===== src/rtl/quad_decoder_if.sv =====
// Quadrature decoder bus: encoder inputs and controls in, position and event pulses out.
interface quad_decoder_if #(
  parameter int unsigned WIDTH = 8
);
  logic             a;
  logic             b;
  logic             en;
  logic             clr;
  logic [WIDTH-1:0] pos;
  logic             dir;
  logic             step;
  logic             err;
  logic             ovf;

  modport master (
    output a, b, en, clr,
    input  pos, dir, step, err, ovf
  );

  modport slave (
    input  a, b, en, clr,
    output pos, dir, step, err, ovf
  );
endinterface


===== src/rtl/quad_decoder.sv =====
// x4 quadrature decoder with 2-flop input synchronizers, wrap-around position
// counter and one-cycle step/err/ovf pulses.
// Optional macro QDEC_FILTER_EN adds a 3-cycle per-channel glitch filter
// after the synchronizer (adds 3 cycles of latency and warm-up).
module quad_decoder #(
  parameter int unsigned WIDTH = 8
) (
  input logic           clk,
  input logic           rst,
  quad_decoder_if.slave bus
);

  localparam int unsigned SYNC_DEPTH = 2;
`ifdef QDEC_FILTER_EN
  localparam int unsigned FILT_DEPTH = 3;
`else
  localparam int unsigned FILT_DEPTH = 0;
`endif
  // One extra cycle so prev samples the value present at reset release
  // at the same edge a real transition would first be decoded.
  localparam int unsigned WARM_CYCLES = SYNC_DEPTH + FILT_DEPTH + 1;
  localparam int unsigned WARM_W      = 3;

  typedef enum logic {
    S_WARM = 1'b0,
    S_RUN  = 1'b1
  } state_e;

  // {a,b} packed as bit1 = a, bit0 = b throughout
  logic [1:0] sync1_q, sync2_q;
  logic [1:0] acc;

  state_e            state_q, state_d;
  logic [WARM_W-1:0] wu_q, wu_d;
  logic [1:0]        prev_q, prev_d;
  logic [WIDTH-1:0]  pos_q, pos_d;
  logic              dir_q, dir_d;
  logic              step_q, step_d;
  logic              err_q, err_d;
  logic              ovf_q, ovf_d;
  logic [1:0]        chg;
  logic              up;

  // Two-flop synchronizer on both encoder channels
  always_ff @(posedge clk or negedge rst) begin
    if (!rst) begin
      sync1_q <= 2'b00;
      sync2_q <= 2'b00;
    end else begin
      sync1_q <= {bus.a, bus.b};
      sync2_q <= sync1_q;
    end
  end

`ifdef QDEC_FILTER_EN
  logic [1:0]      acc_q, acc_d;
  logic [1:0][1:0] fcnt_q, fcnt_d;

  // Per channel: accept a new level only after it has held FILT_DEPTH cycles
  always_comb begin
    acc_d  = acc_q;
    fcnt_d = fcnt_q;
    for (int i = 0; i < 2; i++) begin
      if (sync2_q[i] == acc_q[i]) begin
        fcnt_d[i] = 2'd0;
      end else if (fcnt_q[i] == 2'(FILT_DEPTH - 1)) begin
        acc_d[i]  = sync2_q[i];
        fcnt_d[i] = 2'd0;
      end else begin
        fcnt_d[i] = fcnt_q[i] + 2'd1;
      end
    end
  end

  // Glitch filter state
  always_ff @(posedge clk or negedge rst) begin
    if (!rst) begin
      acc_q  <= 2'b00;
      fcnt_q <= '0;
    end else begin
      acc_q  <= acc_d;
      fcnt_q <= fcnt_d;
    end
  end

  assign acc = acc_q;
`else
  assign acc = sync2_q;
`endif

  assign chg = acc ^ prev_q;
  // Gray order 00->01->11->10->00 is "up"; reduces to old a XOR new b
  assign up  = prev_q[1] ^ acc[0];

  // Warm-up sequencing, transition decode and position update
  always_comb begin
    state_d = state_q;
    wu_d    = wu_q;
    prev_d  = prev_q;
    pos_d   = pos_q;
    dir_d   = dir_q;
    step_d  = 1'b0;
    err_d   = 1'b0;
    ovf_d   = 1'b0;
    case (state_q)
      S_WARM: begin
        prev_d = acc;
        if (wu_q == WARM_W'(WARM_CYCLES - 1)) begin
          state_d = S_RUN;
        end else begin
          wu_d = wu_q + WARM_W'(1);
        end
      end
      S_RUN: begin
        if (chg != 2'b00) begin
          prev_d = acc;
          if (chg == 2'b11) begin
            err_d = 1'b1;
          end else begin
            step_d = 1'b1;
            dir_d  = up;
            if (bus.en && !bus.clr) begin
              if (up) begin
                pos_d = pos_q + WIDTH'(1);
                ovf_d = &pos_q;
              end else begin
                pos_d = pos_q - WIDTH'(1);
                ovf_d = ~|pos_q;
              end
            end
          end
        end
      end
      default: state_d = S_WARM;
    endcase
    // Synchronous clear wins over any simultaneous step
    if (bus.clr) begin
      pos_d = '0;
    end
  end

  // Decoder state and registered outputs
  always_ff @(posedge clk or negedge rst) begin
    if (!rst) begin
      state_q <= S_WARM;
      wu_q    <= '0;
      prev_q  <= 2'b00;
      pos_q   <= '0;
      dir_q   <= 1'b0;
      step_q  <= 1'b0;
      err_q   <= 1'b0;
      ovf_q   <= 1'b0;
    end else begin
      state_q <= state_d;
      wu_q    <= wu_d;
      prev_q  <= prev_d;
      pos_q   <= pos_d;
      dir_q   <= dir_d;
      step_q  <= step_d;
      err_q   <= err_d;
      ovf_q   <= ovf_d;
    end
  end

  assign bus.pos  = pos_q;
  assign bus.dir  = dir_q;
  assign bus.step = step_q;
  assign bus.err  = err_q;
  assign bus.ovf  = ovf_q;

endmodule


===== src/flat_wrapper.sv =====
// flat-port wrapper written by rule: the top's interface ports become plain ports
module quad_decoder_flat 
#(
  parameter int unsigned WIDTH = 8
)
  (clk, rst, bus_a, bus_b, bus_en, bus_clr, bus_pos, bus_dir, bus_step, bus_err, bus_ovf);
  quad_decoder_if #(.WIDTH(WIDTH)) bus_i ();
  input logic clk;
  input logic rst;
  input wire logic [$bits(bus_i.a)-1:0] bus_a;
  input wire logic [$bits(bus_i.b)-1:0] bus_b;
  input wire logic [$bits(bus_i.en)-1:0] bus_en;
  input wire logic [$bits(bus_i.clr)-1:0] bus_clr;
  output wire logic [$bits(bus_i.pos)-1:0] bus_pos;
  output wire logic [$bits(bus_i.dir)-1:0] bus_dir;
  output wire logic [$bits(bus_i.step)-1:0] bus_step;
  output wire logic [$bits(bus_i.err)-1:0] bus_err;
  output wire logic [$bits(bus_i.ovf)-1:0] bus_ovf;
  assign bus_i.a = bus_a;
  assign bus_i.b = bus_b;
  assign bus_i.en = bus_en;
  assign bus_i.clr = bus_clr;
  assign bus_pos = bus_i.pos;
  assign bus_dir = bus_i.dir;
  assign bus_step = bus_i.step;
  assign bus_err = bus_i.err;
  assign bus_ovf = bus_i.ovf;
  quad_decoder #(.WIDTH(WIDTH)) u_core (.clk(clk), .rst(rst), .bus(bus_i));
endmodule

===== config.mk =====
export PLATFORM = sky130hd
export DESIGN_NAME = quad_decoder_flat
export DESIGN_NICKNAME = d
export VERILOG_FILES = /design/src/rtl/quad_decoder_if.sv /design/src/rtl/quad_decoder.sv /design/src/flat_wrapper.sv
export SDC_FILE = /design/constraint.sdc
export NUM_CORES = 1
export LEC_CHECK = 0
export CORE_MARGIN = 2
export CORE_UTILIZATION = 48
export DETAILED_ROUTE_END_ITERATION = 12
export PLACE_DENSITY_LB_ADDON = 0.12
export SLEW_MARGIN = 10
export SYNTH_ARGS = -nofsm -noshare
export SYNTH_HDL_FRONTEND = slang
export SYNTH_SLANG_ARGS = --single-unit

===== constraint.sdc =====
create_clock -name clk -period 2.41 [get_ports clk]
set_clock_uncertainty 0.05 [all_clocks]
set_input_delay 0.3615 -clock clk [delete_from_list [all_inputs] [get_ports clk]]
set_output_delay 0.3615 -clock clk [all_outputs]
set_load 0.01 [all_outputs]

Word level (Yosys, flattened, before mapping)
Cells that the tools add are included.

word-level totals
  flip-flop bits (word level) = 22
  input port bits = 6
  word-level logic and storage cells = 55

operators by class
  bitwise logic cells = 5
  add/subtract/negate cells = 3
  eq/ne operators = 4
  muxes and demuxes = 21
  reductions and logical operators = 12

operator list
  operator                                             count
  two-way mux 8 bit                                    6
  two-way mux 1 bit                                    13
  adder 8 x 1 -> 8 bit, second input constant          1
  AND reduction 8 bit                                  1
  nonzero test 2 bit                                   4
  OR reduction 8 bit                                   1
  subtractor 8 x 1 -> 8 bit, second input constant     1
  != test 2 bit, second input constant                 2
  one-hot mux 2 bit (2 select lines)                   1
  AND reduction 4 bit                                  1
  adder 3 x 1 -> 3 bit, second input constant          1
  equality test 3 x 2 -> 1 bit, second input constant  1
  NOT 1 bit                                            3
  AND reduction 3 bit                                  1
  equality test 2 bit, second input constant           1
  zero test 1 bit                                      2
  two-way mux 2 bit                                    1
  AND reduction 2 bit                                  1
  XOR 2 bit                                            1
  logical AND 1 bit                                    1
  XOR 1 bit                                            1

Logic depth before layout (Yosys ltp)
Gate-level depths: netlist (run 1).

  word-level depth = 7
  depth in mapped cells = 10
  gate-level depth less buffers = 8

Worst setup path after synthesis (run 1)
OpenSTA, ideal clock, no wires.

  path kind = register to register
  start point = register u_core.prev_q[1]
  end point = register u_core.pos_q[6], in the netlist u_core.bus.pos[6]
  cell stages (with the launch flop) = 11
  buffers on the path = 2
  arrival = 2.212 ns
  path slack = 0.080 ns
  cell sequence = dfrtp_1 xor2_2 inv_2 buf_6 ha_1 clkbuf_8 o31ai_1 a21oi_1 o22ai_1 or4_1 nand3_1

on the way
  word-level cells in the longest chain between the ends = 7
  elaborated cells between the ends (all ways) = 13
  those cells by class = 2 x eq/ne; 6 x mux; 2 x bitwise; 3 x reduce/logical

RTL lines
  item                    RTL line             RTL
  start, declared         quad_decoder.sv:35   logic [1:0] prev_q, prev_d;
  start signal, assigned  quad_decoder.sv:156  prev_q <= prev_d;
  XOR 1 bit               quad_decoder.sv:93   assign up = prev_q[1] ^ acc[0];
  two-way mux 8 bit       quad_decoder.sv:123  if (up) begin
  two-way mux 8 bit       quad_decoder.sv:122  if (bus.en && !bus.clr) begin
  two-way mux 8 bit       quad_decoder.sv:117  if (chg == 2'b11) begin
  two-way mux 8 bit       quad_decoder.sv:115  if (chg != 2'b00) begin
  two-way mux 8 bit       quad_decoder.sv:105  case (state_q)
  two-way mux 8 bit       quad_decoder.sv:137  if (bus.clr) begin
  end signal, assigned    quad_decoder.sv:157  pos_q <= pos_d;
  end, declared           quad_decoder.sv:36   logic [WIDTH-1:0] pos_q, pos_d;

Parallel ways exist; a longest one is shown, timed or not. The select of a mux whose other input is x is not followed.
A chain may end at the register's enable or synchronous reset.

Final worst setup path (run 1)
  start point = register u_core.sync2_q[0], in the netlist u_core.acc[0]
  end point = register u_core.pos_q[6], in the netlist u_core.bus.pos[6]

on the way
  word-level cells in the longest chain between the ends = 7
  elaborated cells between the ends (all ways) = 13
  those cells by class = 2 x eq/ne; 6 x mux; 2 x bitwise; 3 x reduce/logical

RTL lines
  item                    RTL line             RTL
  start, declared         quad_decoder.sv:30   logic [1:0] sync1_q, sync2_q;
  start signal, assigned  quad_decoder.sv:51   sync2_q <= sync1_q;
  XOR 1 bit               quad_decoder.sv:93
  two-way mux 8 bit       quad_decoder.sv:123
  two-way mux 8 bit       quad_decoder.sv:122
  two-way mux 8 bit       quad_decoder.sv:117
  two-way mux 8 bit       quad_decoder.sv:115
  two-way mux 8 bit       quad_decoder.sv:105
  two-way mux 8 bit       quad_decoder.sv:137

Parallel ways exist; a longest one is shown, timed or not. The select of a mux whose other input is x is not followed.

==> impl_metrics.env, run 1 <==
export IMPL_outcome="completed"
export IMPL_gp_congestion=0.888
export IMPL_synth_area_top_cells="dfrtp_1, ha_1, a21oi_1, xnor2_1, nand2_1"
export IMPL_setup_ws_ns=0.127
export IMPL_cp_slowest_cell="dfrtp_1"
export IMPL_synth_cell_type_count=45
export IMPL_dieArea_um2=3150
export IMPL_core_area_um2=2520
export IMPL_post_place_ws_ns=0.0922
export IMPL_port_buffers=17
export IMPL_fin_crit_sh=0.947
export IMPL_rsz0062_at_grt="yes"
export IMPL_final_min_clock_period_ns=2.28
export IMPL_io_pins=18
export IMPL_max_freq_mhz=438
export IMPL_vias=1103
export IMPL_path_depth=8
export IMPL_critical_path_class="reg2reg"
export IMPL_cts_sinks=22
export IMPL_crit_required_ns=2.64
export IMPL_cp_cell_sequence="xor2_2 > inv_2 > ha_1 > o31ai_1 > a21oi_1 > o22ai_1 > or4_1 > nand3_1"
export IMPL_cts_max_level=1
export IMPL_grt_pass1_wl_um=4810
export IMPL_reg2reg_depth=8
export IMPL_holdCritPathClass="in2async"
export IMPL_dr_pass1_iters=4
export IMPL_power_leakage_nw=0.683
export IMPL_max_cap_viol_count=0
export IMPL_initial_utilization=0.517
export IMPL_critPathMaxStageDelay_ns=0.45
export IMPL_clockBufferDepth=2
export IMPL_critPathTopFamily="simple AND/OR/NAND/NOR gates"
export IMPL_ys_ff_latch=22
export IMPL_synth_top_area_share=0.422
export IMPL_placed_cells=181
export IMPL_layoutNonFillerInstCount=186
export IMPL_yosysSeqAreaShare=0.422
export IMPL_cts_tree="done"
export IMPL_synth_ff_type="dfrtp_1"
export IMPL_die_h_um=56.1
export IMPL_rrSetupSlack_ns=0.13
export IMPL_diodes=0
export IMPL_syn_nets=146
export IMPL_hpwl_um=1990
export IMPL_drv_slew=0
export IMPL_setup_tns_final_ns=0
export IMPL_drive_gt1_frac=0.154
export IMPL_viasPerCell=5.93
export IMPL_cts_clk_slew_worst_paths_ns=0.14
export IMPL_ant_nets=0
export IMPL_grt_usage=0.193
export IMPL_numCtsBuffers=3
export IMPL_path_max_fanout=7
export IMPL_total_power_mw=1.62
export IMPL_worstSkewPairLatency_ns=0.33
export IMPL_rr_startpoint="u_core.acc[0]"
export IMPL_cts_root_buf="clkbuf_4"
export IMPL_grt_max_degree=23
export IMPL_p_per_area_nw_per_um2=1020
export IMPL_critPathLaunch="u_core.acc[0]"
export IMPL_yosys_warnings=0
export IMPL_synth_edf_count=0
export IMPL_syn_to_final_growth_pct=22.0
export IMPL_fp_dieW_um=56.1
export IMPL_wl_per_cell_um=15.2
export IMPL_yosys_area_top_type="dfrtp_1"
export IMPL_synth_cells=132
export IMPL_finalHoldViolations=0
export IMPL_drt_iter0_markers=40
export IMPL_crit_path_start_kind="register"
export IMPL_crit_path_end="u_core.bus.pos[6]"
export IMPL_worst_r2r_endpoint="u_core.bus.pos[6]"
export IMPL_postSynthAreaPerCell_um2=9.89
export IMPL_fin_nets=171
export IMPL_grt_ovfl_total=0
export IMPL_grt_pass1_vias=1061
export IMPL_rows=18
export IMPL_synthArstFlopShare=1.00
export IMPL_drc=0
export IMPL_arrival_ns=2.51
export IMPL_vdd_ir_drop_max_v=0.000632
export IMPL_critical_path_buf_inv_count=1
export IMPL_slew_headroom=0.680
export IMPL_hold_ws_ns=0.306
export IMPL_finalSetupViolations=0
export IMPL_worst_pin_slew_ns=0.479
export IMPL_crit_path_end_kind="register"
export IMPL_antenna_found_initial=0
export IMPL_routed_wl_um=2820
export IMPL_syn_area_um2=1310
## sequential cells by signal (all words and copies together) (netlist names), 2 cells and up
signal / cells
u_core.prev_q: 2
u_core.acc: 2
u_core.sync1_q: 2
u_core.bus.pos: 8
u_core.wu_q: 3
## placed cells by master (no fill, tap or decap), types with 2 or more instances in the layout
master and instances:
nor3_1 5, nor2_1 6, and2_1 3, xor2_1 3, o31ai_1 3, clkbuf_4 3, o21ai_1 2, o31a_1 2
clkdlybuf4s50_1 17, nand2_1 9, a21oi_1 8, inv_1 7, o21ai_0 5, nand4_1 2, nand3_1 2, or4_1 2
nand3b_1 4, and3_1 3, ha_1 8, buf_4 11, dfrtp_1 22, xnor2_1 5, mux2_2 2
## where the power goes
part	total (mW)	switching (mW)	internal, mW
logic	0.777	0.371	0.406
registers	0.545	0.103	0.441
clock network	0.294	0.126	0.168
## through the flow
step / utilization / cell area [um^2]
after detailed placement: 0.606 / 1530
after global routing: 0.631 / 1590
after global placement: 0.606 / 1530
after floorplan: - / 1310
final: 0.631 / 1590
after CTS: 0.626 / 1580
## layout make-up
class	instances	area, um^2
Inverter	8	30.0
Sequential cell	22	551
Tap cell	30	37.5
Timing Repair Buffer	28	253
Multi-Input combinational cell	94	668
Clock buffer	3	22.5
Fill cell	213	931
Clock inverter	1	30.0
## worst min path at each step
| stage | endpoint | slack, ns |
|---|---|---|
| 2_1_floorplan | u_core.acc[0] | 0.02 |
| 3_3_place_gp | u_core.acc[1] | 0.29 |
| 3_5_place_dp | u_core.acc[1] | 0.29 |
| 4_1_cts | u_core.bus.ovf | 0.32 |
| 5_1_grt | u_core.bus.pos[5] | 0.33 |
| 6_report | u_core.bus.pos[6] | 0.31 |
## worst register-to-register path: stages (launching register included)
cell and delay (ns):
dfrtp_1 0.45, xor2_2 0.33, inv_2 0.13, ha_1 0.36, o31ai_1 0.09, a21oi_1 0.21, o22ai_1 0.13, or4_1 0.41
nand3_1 0.08
## cells by family after synthesis
group / count (synthesis) / share of synthesized area
AND/OR/NAND/NOR: 44 / 0.194
AO/OA/AOI/OAI: 31 / 0.155
XOR/XNOR: 9 / 0.0662
adder cells (fa/ha/maj): 8 / 0.0767
flip-flops: 22 / 0.422
buffers and inverters: 16 / 0.0690
multiplexers: 2 / 0.0173
## metal layers
layer	routed length, um	global-route usage
met1	1210	0.253
met2	1330	0.311
met3	224	0.0326
met4	60	0.0850
met5	0	0
## cell usage after synthesis (2+ instances only)
cell	number
nor3_1	5
nor2_1	6
clkbuf_1	3
o31a_1	2
mux2_2	2
a21oi_1	9
or4_1	2
xnor2_1	5
dfrtp_1	22
o21ai_1	2
xor2_1	3
o31ai_1	3
buf_6	2
nand3_1	2
nand2_1	9
o21ai_0	5
nand4_1	2
inv_1	7
and2_1	3
and3_1	3
ha_1	8
nand3b_1	4
## repair_timing
| action | 4_1_cts | 5_1_grt |
|---|---|---|
| setup buffers | 0 | 1 |
| endpoints found under the setup margin | 0 | 2 |
| resized for setup | 0 | 1 |
| hold buffers | 0 | 0 |
No activity file was read; power rests on OpenSTA's default activity.
==> run 2, diff against run 1 <==
--- a/config.mk
+++ b/config.mk
@@ -9,6 +9,7 @@
 export CORE_UTILIZATION = 48
 export DETAILED_ROUTE_END_ITERATION = 12
 export PLACE_DENSITY_LB_ADDON = 0.12
+export SKIP_LAST_GASP = 1
 export SLEW_MARGIN = 10
 export SYNTH_ARGS = -nofsm -noshare
 export SYNTH_HDL_FRONTEND = slang
==> results of run 2 <==
The final DEF is identical to that of run 1; final timing and power are the same.
